$ cat config.mk
export PLATFORM = sky130hd
export DESIGN_NAME = mul_unit
export DESIGN_NICKNAME = d
export VERILOG_FILES = /design/src/rtl/mul_unit_pkg.sv /design/src/rtl/mul_sign_fix.sv /design/src/rtl/mul_unit.sv
export SDC_FILE = /design/constraint.sdc
export NUM_CORES = 1
export LEC_CHECK = 0
export ABC_AREA = 1
export CAP_MARGIN = 30
export CORE_ASPECT_RATIO = 1.25
export CORE_MARGIN = 3
export CORE_UTILIZATION = 40
export DETAILED_ROUTE_END_ITERATION = 8
export DONT_BUFFER_PORTS = 1
export PLACE_DENSITY = 0.53
export SKIP_CTS_REPAIR_TIMING = 1
export SLEW_MARGIN = 0
export SYNTH_ARGS = -nofsm -noshare
export SYNTH_HDL_FRONTEND = slang
export SYNTH_SLANG_ARGS = --single-unit
$ cat constraint.sdc
create_clock -name clk -period 6.5 [get_ports clk]
set_clock_uncertainty 0.05 [all_clocks]
set_input_delay 1.3 -clock clk [delete_from_list [all_inputs] [get_ports clk]]
set_output_delay 1.3 -clock clk [all_outputs]
set_load 0.01 [all_outputs]
$ cat src/rtl/mul_unit_pkg.sv
`default_nettype none
// ============================================================================
// Module      : mul_unit_pkg
// Description : Shared ALU op codes, multiplier FSM states and sizing constants
// Revision    : 1.0 - initial release
// ============================================================================
package mul_unit_pkg;

    typedef enum logic [2:0] {
        ALU_ADD   = 3'b000,
        ALU_SUB   = 3'b001,
        ALU_AND   = 3'b010,
        ALU_ORR   = 3'b011,
        ALU_EOR   = 3'b100,
        ALU_MUL   = 3'b101,
        ALU_UMULL = 3'b110,
        ALU_SMULL = 3'b111
    } alu_ctrl_e;

    typedef enum logic [1:0] {
        IDLE = 2'd0,
        RUN  = 2'd1,
        DONE = 2'd2
    } state_e;

    localparam int c_width = 32;
    localparam int c_iters = c_width;
    localparam int c_cnt_w = $clog2(c_iters);

    function automatic logic is_mul_op(input logic [2:0] op);
        return (op == ALU_MUL) || (op == ALU_UMULL) || (op == ALU_SMULL);
    endfunction

endpackage : mul_unit_pkg
`default_nettype wire

$ cat src/rtl/mul_sign_fix.sv
`default_nettype none
// ============================================================================
// Module      : mul_sign_fix
// Description : Operand magnitudes/sign for SMULL at latch time, and the final
//               conditional negation, word split and {N,Z} flag generation.
// Revision    : 1.0 - initial release
// ============================================================================
module mul_sign_fix
    import mul_unit_pkg::*;
#(
    parameter int WIDTH = c_width
) (
    input  logic [2:0]         i_op,
    input  logic [WIDTH-1:0]   i_a,
    input  logic [WIDTH-1:0]   i_b,
    output logic [WIDTH-1:0]   o_mag_a,
    output logic [WIDTH-1:0]   o_mag_b,
    output logic               o_sign,
    input  logic [2:0]         i_op_lat,
    input  logic               i_sign_lat,
    input  logic [2*WIDTH-1:0] i_prod,
    output logic [WIDTH-1:0]   o_res_lo,
    output logic [WIDTH-1:0]   o_res_hi,
    output logic [1:0]         o_flags
);

    logic                 w_is_signed;
    logic [2*WIDTH-1:0]   w_prod_fix;

    // Magnitude of the most negative value wraps to itself, read as unsigned.
    assign w_is_signed = (i_op == ALU_SMULL);
    assign o_mag_a     = (w_is_signed && i_a[WIDTH-1]) ? -i_a : i_a;
    assign o_mag_b     = (w_is_signed && i_b[WIDTH-1]) ? -i_b : i_b;
    assign o_sign      = w_is_signed && (i_a[WIDTH-1] ^ i_b[WIDTH-1]);

    assign w_prod_fix  = i_sign_lat ? -i_prod : i_prod;

    always_comb begin
        o_res_lo = w_prod_fix[WIDTH-1:0];
        o_res_hi = w_prod_fix[2*WIDTH-1:WIDTH];
        o_flags  = {w_prod_fix[2*WIDTH-1], (w_prod_fix == '0)};
        if (i_op_lat == ALU_MUL) begin
            o_res_hi = '0;
            o_flags  = {w_prod_fix[WIDTH-1], (w_prod_fix[WIDTH-1:0] == '0)};
        end
    end

endmodule : mul_sign_fix
`default_nettype wire

$ cat src/rtl/mul_unit.sv
`default_nettype none
// ============================================================================
// Module      : mul_unit
// Description : Iterative radix-2 shift-add multiplier for MUL/UMULL/SMULL.
//               Define MUL_EARLY_EXIT_EN to stop once the multiplier is spent.
// Revision    : 1.0 - initial release
// ============================================================================
module mul_unit
    import mul_unit_pkg::*;
#(
    parameter int WIDTH = c_width,
    parameter int ITERS = WIDTH
) (
    input  logic             clk,
    input  logic             reset,
    input  logic             start,
    input  logic [2:0]       ALUControl,
    input  logic [WIDTH-1:0] a,
    input  logic [WIDTH-1:0] b,
    output logic             busy,
    output logic             done,
    output logic [WIDTH-1:0] result_lo,
    output logic [WIDTH-1:0] result_hi,
    output logic [1:0]       mul_flags
);

    localparam int                 c_cnt_w    = (ITERS > 1) ? $clog2(ITERS) : 1;
    localparam logic [c_cnt_w-1:0] c_last_cnt = c_cnt_w'(ITERS - 1);

    state_e               r_state;
    state_e               w_state_nxt;
    logic [WIDTH-1:0]     r_mcand;
    logic [WIDTH-1:0]     r_mplier;
    logic [2*WIDTH:0]     r_acc;
    logic [c_cnt_w-1:0]   r_cnt;
    logic [2:0]           r_op;
    logic                 r_sign;

    logic                 w_accept;
    logic                 w_last;
    logic [WIDTH:0]       w_sum;
    logic [2*WIDTH:0]     w_step;
    logic [WIDTH-1:0]     w_mag_a;
    logic [WIDTH-1:0]     w_mag_b;
    logic                 w_sign;
    logic [WIDTH-1:0]     w_res_lo;
    logic [WIDTH-1:0]     w_res_hi;
    logic [1:0]           w_flags;

    assign w_accept = start && is_mul_op(ALUControl);
    assign busy     = (r_state != IDLE);

    // Add into the upper half (carry lands in the extra top bit), then shift.
    assign w_sum  = r_acc[2*WIDTH:WIDTH] + {1'b0, (r_mplier[0] ? r_mcand : '0)};
    assign w_step = {w_sum, r_acc[WIDTH-1:0]} >> 1;

`ifdef MUL_EARLY_EXIT_EN
    logic                 r_align;
    logic [c_cnt_w-1:0]   w_resid;

    // After k iterations the partial product sits (ITERS-k) bits too high.
    assign w_last  = (r_cnt == c_last_cnt) || (r_mplier[WIDTH-1:1] == '0);
    assign w_resid = c_last_cnt - r_cnt;
`else
    assign w_last  = (r_cnt == c_last_cnt);
`endif

    mul_sign_fix #(
        .WIDTH (WIDTH)
    ) u_sign_fix (
        .i_op       (ALUControl),
        .i_a        (a),
        .i_b        (b),
        .o_mag_a    (w_mag_a),
        .o_mag_b    (w_mag_b),
        .o_sign     (w_sign),
        .i_op_lat   (r_op),
        .i_sign_lat (r_sign),
        .i_prod     (r_acc[2*WIDTH-1:0]),
        .o_res_lo   (w_res_lo),
        .o_res_hi   (w_res_hi),
        .o_flags    (w_flags)
    );

    always_ff @(posedge clk or posedge reset) begin
        if (reset) begin
            r_state <= IDLE;
        end else begin
            r_state <= w_state_nxt;
        end
    end

    always_comb begin
        w_state_nxt = r_state;
        case (r_state)
            IDLE: if (w_accept) w_state_nxt = RUN;
`ifdef MUL_EARLY_EXIT_EN
            RUN:  if (r_align) w_state_nxt = DONE;
`else
            RUN:  if (w_last) w_state_nxt = DONE;
`endif
            DONE: w_state_nxt = IDLE;
            default: w_state_nxt = IDLE;
        endcase
    end

    always_ff @(posedge clk or posedge reset) begin
        if (reset) begin
            r_mcand   <= '0;
            r_mplier  <= '0;
            r_acc     <= '0;
            r_cnt     <= '0;
            r_op      <= '0;
            r_sign    <= 1'b0;
            done      <= 1'b0;
            result_lo <= '0;
            result_hi <= '0;
            mul_flags <= '0;
`ifdef MUL_EARLY_EXIT_EN
            r_align   <= 1'b0;
`endif
        end else begin
            done <= (r_state == DONE);
            case (r_state)
                IDLE: begin
                    if (w_accept) begin
                        r_mcand  <= w_mag_a;
                        r_mplier <= w_mag_b;
                        r_sign   <= w_sign;
                        r_op     <= ALUControl;
                        r_acc    <= '0;
                        r_cnt    <= '0;
`ifdef MUL_EARLY_EXIT_EN
                        r_align  <= 1'b0;
`endif
                    end
                end
                RUN: begin
`ifdef MUL_EARLY_EXIT_EN
                    if (r_align) begin
                        r_acc <= r_acc >> w_resid;
                    end else begin
                        r_acc    <= w_step;
                        r_mplier <= r_mplier >> 1;
                        if (w_last) r_align <= 1'b1;
                        else        r_cnt   <= r_cnt + 1'b1;
                    end
`else
                    r_acc    <= w_step;
                    r_mplier <= r_mplier >> 1;
                    r_cnt    <= r_cnt + 1'b1;
`endif
                end
                DONE: begin
                    result_lo <= w_res_lo;
                    result_hi <= w_res_hi;
                    mul_flags <= w_flags;
                end
                default: ;
            endcase
        end
    end

endmodule : mul_unit
`default_nettype wire

==> impl_metrics.py, run 1 <==
metrics = {
    "run_status": {
        "outcome": "finished, final reports clean",
    },
    "timing": {
        "max-slew-margin-rel_pct": 40.7,
        "finalCriticalPeriod_ps": 3050,
        "worst_slew_pin_slew_ps": 888,
        "maxSlewViolCount": 0,
        "rsz0062_at_grt": "false",
        "holdWs_ps": 403,
        "fmax_mhz": 328,
        "tns_ps": 0,
        "setup_viol": 0,
        "timing.final.crit_share_pct": 46.9,
        "hold_viol_final": 0,
    },
    "cts": {
        "clockBufferDepth": 3,
        "clkSinkCount": 206,
        "numCtsBuffers": 24,
        "htreeDepth": 1,
        "tritoncts": "yes",
        "clkTransAtPathRegs_ps": 60,
        "clk_latency_ps": 540,
        "clockRootBuffer": "clkbuf_16",
    },
    "logic_synthesis": {
        "synth-compound-area-share_pct": 13.8,
        "synth_area_um2": 13800,
        "ys_types": 50,
        "synth_fa_ha_area_share_pct": 3.59,
        "netlist_instances": 2007,
        "synth_top_area_share_pct": 37.3,
        "ys_seq_area_share_pct": 37.3,
        "synth_top_family_by_area": "simple AND/OR/NAND/NOR gates",
        "avgSynthCellArea_um2": 6.88,
        "ys_seq_elements": 206,
        "yosys_warnings": 0,
        "synthMuxAreaShare_pct": 0,
        "synth-xor-area-share_pct": 4.37,
        "yosys.area_share.simple_pct": 33.0,
        "synthesis.nets": 2116,
        "synthTopCellsByArea": "dfrtp_1 37%, nand2_1 17%, nor2_1 6.5%",
        "synth_area_leader_cell": "dfrtp_1",
    },
    "final_layout": {
        "fill_cells": 3662,
        "n_antenna_cell": 0,
        "final_cell_mix": "619 x nand2_1, 237 x nor2_1, 213 x inv_1",
        "layout_commonest_cell": "nand2_1",
        "multi_input_area_um2": 7580,
        "area_delta_synth_final_pct": 8.02,
        "drive_gt1_share_pct": 5.37,
        "nets": 2088,
        "seq_area_um2": 5160,
        "final_util_pct": 44.2,
    },
    "grt": {
        "grt_max_degree": 126,
        "gr-total-overflow": 0,
        "grt_usage_pct": 22.4,
        "grt_pass1_vias": 12500,
        "grt_pass1_wl_um": 66000,
        "antenna_found_initial": 0,
    },
    "setup_path": {
        "critical_path.cell_chain": "buf_4 -> nand2_1 -> inv_1 -> ha_1 -> inv_1 -> fa_1 -> o21ai_1 -> inv_1 -> o21ai_1 -> nand2_1 -> nand2_1 -> nand2_1 -> nand2_1 -> nand3_1 -> nand2_1 -> a21oi_1 -> o21ai_0 -> o21ai_0",
        "crit_slowest_cell": "fa_1",
        "cp.arrival_ps": 3380,
        "worstSetupEndpointType": "register",
        "max_stage_delay_ps": 400,
        "path_max_fanout": 33,
        "crit_path_start_kind": "register",
        "critPathRequiredTime_ps": 6840,
        "crit_top_cell": "nand2_1",
        "cp.buffers_inverters": 4,
        "crit_family": "simple AND/OR/NAND/NOR gates",
        "crit_type": "reg2reg",
    },
    "drt": {
        "via_count": 12700,
        "firstDrtPassIters": 6,
        "drtIter0Drc": 754,
        "route.detailed.drc": 0,
        "via_per_inst": 5.27,
        "drtAntennaViolNets": 0,
        "wire_per_inst_um": 17.2,
        "wl_um": 41500,
    },
    "floorplanning": {
        "start_util_pct": 40.9,
        "core_um2": 33800,
        "die_x_um": 172,
        "fp.dieH_um": 214,
        "boundaryPins": 138,
        "rows": 75,
        "die_area_um2": 36800,
    },
    "placement": {
        "portBuffers": 0,
        "post-dp-hpwl_um": 31800,
        "gp_congestion": 0.947,
    },
    "power": {
        "leakage_nw": 7.44,
        "irDropWorstVdd_mv": 0.226,
        "power_density_nw_per_um2": 485,
        "power.total_mw": 7.23,
    },
    "run": {
        "maxCapViolations": 0,
    },
    "hold_path": {
        "hold_path_class": "reg2reg",
    },
}
==> where the power goes <==
group	switching [mW]	internal, mW	leakage, nW	total (mW)
registers	0.512	1.76	2.63	2.27
logic	2.51	1.19	4.45	3.70
clock network	0.556	0.709	0.355	1.27
==> layer usage <==
layer / track usage (%) / part of all wire [%]
met3: 3.37 / 6.3
met2: 36.3 / 46
met5: 0 / 0
met4: 6.83 / 2.8
met1: 31.2 / 45
==> path summary, 6_finish.rpt <==
kind / from / end / slack, ps / depth (start not counted)
max: r_mplier[0]$_DFFE_PP0P_ / r_acc[61]$_DFFE_PP0P_ / 3450 / 18
min: r_op[2]$_DFFE_PP0P_ / r_op[2]$_DFFE_PP0P_ / 400 / 2
max reg2reg: r_mplier[0]$_DFFE_PP0P_ / r_acc[61]$_DFFE_PP0P_ / 3450 / 18
min reg2reg: r_op[2]$_DFFE_PP0P_ / r_op[2]$_DFFE_PP0P_ / 400 / 2
max in group asynchronous: reset / result_hi[11]$_DFFE_PP0P_ / 4500 / 2
min in group asynchronous: reset / r_acc[3]$_DFFE_PP0P_ / 760 / 1
==> worst register-to-register path: cells and delay by family, from the launching register on <==
family | cells | cell delay [ps]
adders and majority gates | 2 | 530
DFF | 1 | 320
AOI/OAI and AO/OA | 5 | 730
and+or+nand+nor | 7 | 770
buffers and inverters | 4 | 520
==> cells by family after synthesis <==
| group | Yosys count |
|---|---|
| and+or+nand+nor | 1082 |
| buffers and inverters | 285 |
| DFF | 206 |
| AOI/OAI and AO/OA | 326 |
| xor gates and xnor gates | 69 |
| adders and majority gates | 39 |
==> cell type report <==
class	instances	share of cell area [%]
clock buffers	29	4.35
flip-flops and latches	206	34.6
well taps	423	3.55
inverters	218	5.51
multi-input cells	1516	50.8
repair buffers	13	0.738
clock inverters	10	0.495
==> state kept, by name (all words and copies together), names as in the netlist <==
register	flops
r_state	2
r_acc	64
r_mplier	32
done	1
r_cnt	5
r_mcand	32
result_lo	32
r_op	3
result_hi	32
mul_flags	2
r_sign	1
==> cell usage after synthesis (all sizes together) <==
library cell    n
a211oi          1
a21boi          3
a21o           11
a21oi          74
a221oi          1
a22o            1
a31oi           7
and2            2
and3            1
buf            18
clkbuf         49
dfrtp         206
fa              1
ha             38
inv           218
nand2         631
nand3         119
nand3b          6
nand4          32
nor2          249
nor3           31
nor4            5
o211ai         10
o21a            3
o21ai         136
o21bai          8
o221ai         11
o22ai          48
o311ai          8
o31ai           2
o32ai           2
or2             6
xnor2          10
xor2           59
==> per-stage QoR <==
stage,std cells,worst slack (ps),cell area [um2]
6_report,2415,3450,14900
5_1_grt,2415,3150,14900
4_1_cts,2415,3450,14900
3_5_place_dp,2376,3240,14200
3_3_place_gp,2376,3280,14200
2_1_floorplan,2007,2480,13800
No activity file was read; power rests on OpenSTA's default activity.
==> run 2, diff against run 1 <==
--- a/config.mk
+++ b/config.mk
@@ -12,7 +12,7 @@
 export CORE_UTILIZATION = 40
 export DETAILED_ROUTE_END_ITERATION = 8
 export DONT_BUFFER_PORTS = 1
-export PLACE_DENSITY = 0.53
+export PLACE_DENSITY = 0.51
 export SKIP_CTS_REPAIR_TIMING = 1
 export SLEW_MARGIN = 0
 export SYNTH_ARGS = -nofsm -noshare
==> constraint.sdc (replaced) <==
create_clock -name clk -period 3.05 [get_ports clk]
set_clock_uncertainty 0.05 [all_clocks]
set_input_delay 0.61 -clock clk [delete_from_list [all_inputs] [get_ports clk]]
set_output_delay 0.61 -clock clk [all_outputs]
set_load 0.01 [all_outputs]
==> run 2 against run 1 <==
The run now ends with negative hold slack left. Critical path depth down 2. Hold slack worse by 430 ps. Clock-buffer cell count up 4. Combinational power up 120%. Highest routed layer unchanged. Critical endpoint is now r_acc[55]$_DFFE_PP0P_.
==> impl_metrics.py, run 2 (synthesized netlist as in run 1, its figures left out) <==
metrics = {
    "final_layout": {
        "largest_reg_flops": 64,
        "final_cells": 2436,
        "seq_area_um2": 5160,
        "fill_cells": 3565,
        "nets": 2105,
        "multi_input_area_um2": 7590,
        "area_delta_synth_final_pct": 10.3,
        "layout_commonest_cell": "nand2_1",
        "final_cell_mix": "618 x nand2_1, 237 x nor2_1, 213 x inv_1",
        "drive_gt1_share_pct": 6.41,
        "top_register": "r_acc",
        "fin_area_um2": 15200,
        "n_antenna_cell": 0,
    },
    "setup_path": {
        "crit_end": "r_acc[55]$_DFFE_PP0P_",
        "crit_path_start_kind": "register",
        "crit_start": "r_mplier[0]$_DFFE_PP0P_",
        "regToRegStartpoint": "r_mplier[0]$_DFFE_PP0P_",
        "cp.arrival_ps": 3100,
        "worstSetupEndpointType": "register",
        "reg2reg_to": "r_acc[55]$_DFFE_PP0P_",
        "timing.reg2reg.worst_path_depth": 16,
        "path_max_fanout": 5,
        "critPathRequiredTime_ps": 3450,
        "regToRegSetupSlack_ps": 350,
        "crit_type": "reg2reg",
    },
    "power": {
        "switching_share_pct": 48.2,
        "p_seq_share_pct": 30.1,
        "pwr-share-comb_pct": 50.2,
        "irDropWorstVdd_mv": 0.570,
        "power_density_nw_per_um2": 1060,
        "leakage_nw": 7.59,
        "power.share.clock_pct": 19.7,
        "power_switching_mw": 7.75,
        "power.internal_mw": 8.35,
    },
    "drt": {
        "drtAntennaViolNets": 0,
        "wl_um": 42500,
        "via_per_inst": 5.28,
        "route.detailed.drc": 0,
        "drtIter0Drc": 666,
        "wire_per_inst_um": 17.5,
        "via_count": 12900,
        "firstDrtPassIters": 5,
    },
    "cts": {
        "clkTransAtPathRegs_ps": 60,
        "clk_latency_ps": 550,
        "clockBufferDepth": 3,
        "htreeDepth": 1,
        "clkSinkCount": 206,
        "numCtsBuffers": 24,
        "clockRootBuffer": "clkbuf_16",
        "tritoncts": "yes",
    },
    "timing": {
        "max-slew-margin-rel_pct": 43.0,
        "worst_slew_pin_slew_ps": 855,
        "setup_viol": 0,
        "fmax_mhz": 370,
        "hold_viol_final": 23,
        "tns_ps": 0,
        "holdWs_ps": -28.0,
        "rsz0062_at_grt": "false",
        "timing.final.crit_share_pct": 88.6,
        "maxSlewViolCount": 0,
        "finalCriticalPeriod_ps": 2700,
    },
    "grt": {
        "grt_pass1_vias": 12600,
        "antenna_found_initial": 0,
        "grt_pass1_wl_um": 67600,
        "grt_usage_pct": 22.9,
        "grt_max_degree": 84,
        "gr-total-overflow": 0,
    },
    "run": {
        "maxCapViolations": 0,
    },
    "floorplanning": {
        "boundaryPins": 138,
        "die_area_um2": 36800,
        "core_um2": 33800,
        "die_x_um": 172,
        "rows": 75,
        "fp.dieH_um": 214,
        "start_util_pct": 40.9,
    },
    "run_status": {
        "violations": "negative hold slack",
        "outcome": "finished with violations",
    },
    "placement": {
        "post-dp-hpwl_um": 32800,
        "dp_cells": 2393,
        "gp_congestion": 0.954,
        "portBuffers": 0,
        "placed_area_um2": 14400,
    },
    "hold_path": {
        "hold_path_class": "in2async",
    },
}
==> run 2: cell types whose count changed in the layout (fill, tap and decap cells not counted), sizes merged <==
cell,delta
buf,+17
bufinv,+4
clkbuf,+4
clkinv,-5
clkinvlp,+2
inv,-1
==> run 2: metal layers <==
metal / track usage [%] / vias up / share of wire (%)
met1: 31.3 / 5949 / 45
li1: - / 6517 / -
met4: 6.58 / 0 / 2.9
met3: 2.88 / 66 / 5.4
met2: 38.3 / 332 / 46
met5: 0 / - / 0
==> run 2: critical path, stage by stage, from the launching register on <==
cell and delay, ps:
dfrtp_1 410, nand2_1 110, inv_1 70, ha_1 130, inv_1 60, fa_1 420, o21ai_2 230, a21o_1 190
nand2_1 60, nand2_1 140, a21oi_1 110, o21ai_1 270, nand2_1 120, nand2_1 80, nand2_1 50, nand3_1 60
nand2_1 50
==> run 2: per-stage QoR <==
stage	setup slack (ps)	utilization [%]	power, mW
after floorplan	-282	-	10.5
final	349	45.1	16.1
after global placement	220	42.5	12.9
after global routing	42.4	45.1	17.5
after CTS	147	45.1	16.2
after detailed placement	154	42.5	12.9
==> run 2: power by group through the flow <==
stage                     Clock (mW)  Combinational [mW]  Sequential, mW
final                           3.17                8.09            4.85
after global routing            3.37                9.16            4.99
after CTS                       3.25                8.09            4.83
after detailed placement           0                8.04            4.88
after global placement             0                8.01            4.88
after floorplan                    0                6.01            4.45
==> run 2: how the worst min path moves through the flow <==
stage                                     endpoint  slack [ps]
after floorplan                r_op[2]$_DFFE_PP0P_         370
after global placement         r_op[2]$_DFFE_PP0P_         390
after global routing      r_mplier[22]$_DFFE_PP0P_           6
after CTS                 r_mplier[23]$_DFFE_PP0P_         -20
final                     r_mplier[23]$_DFFE_PP0P_         -30
after detailed placement       r_op[2]$_DFFE_PP0P_         390
==> run 2: cell type report <==
class	instances	share of cell area (%)
well taps	423	3.47
clock buffers	33	4.56
inverters	218	5.39
flip-flops and latches	206	33.8
repair buffers	30	1.75
multi-input cells	1516	49.8
clock inverters	10	1.21
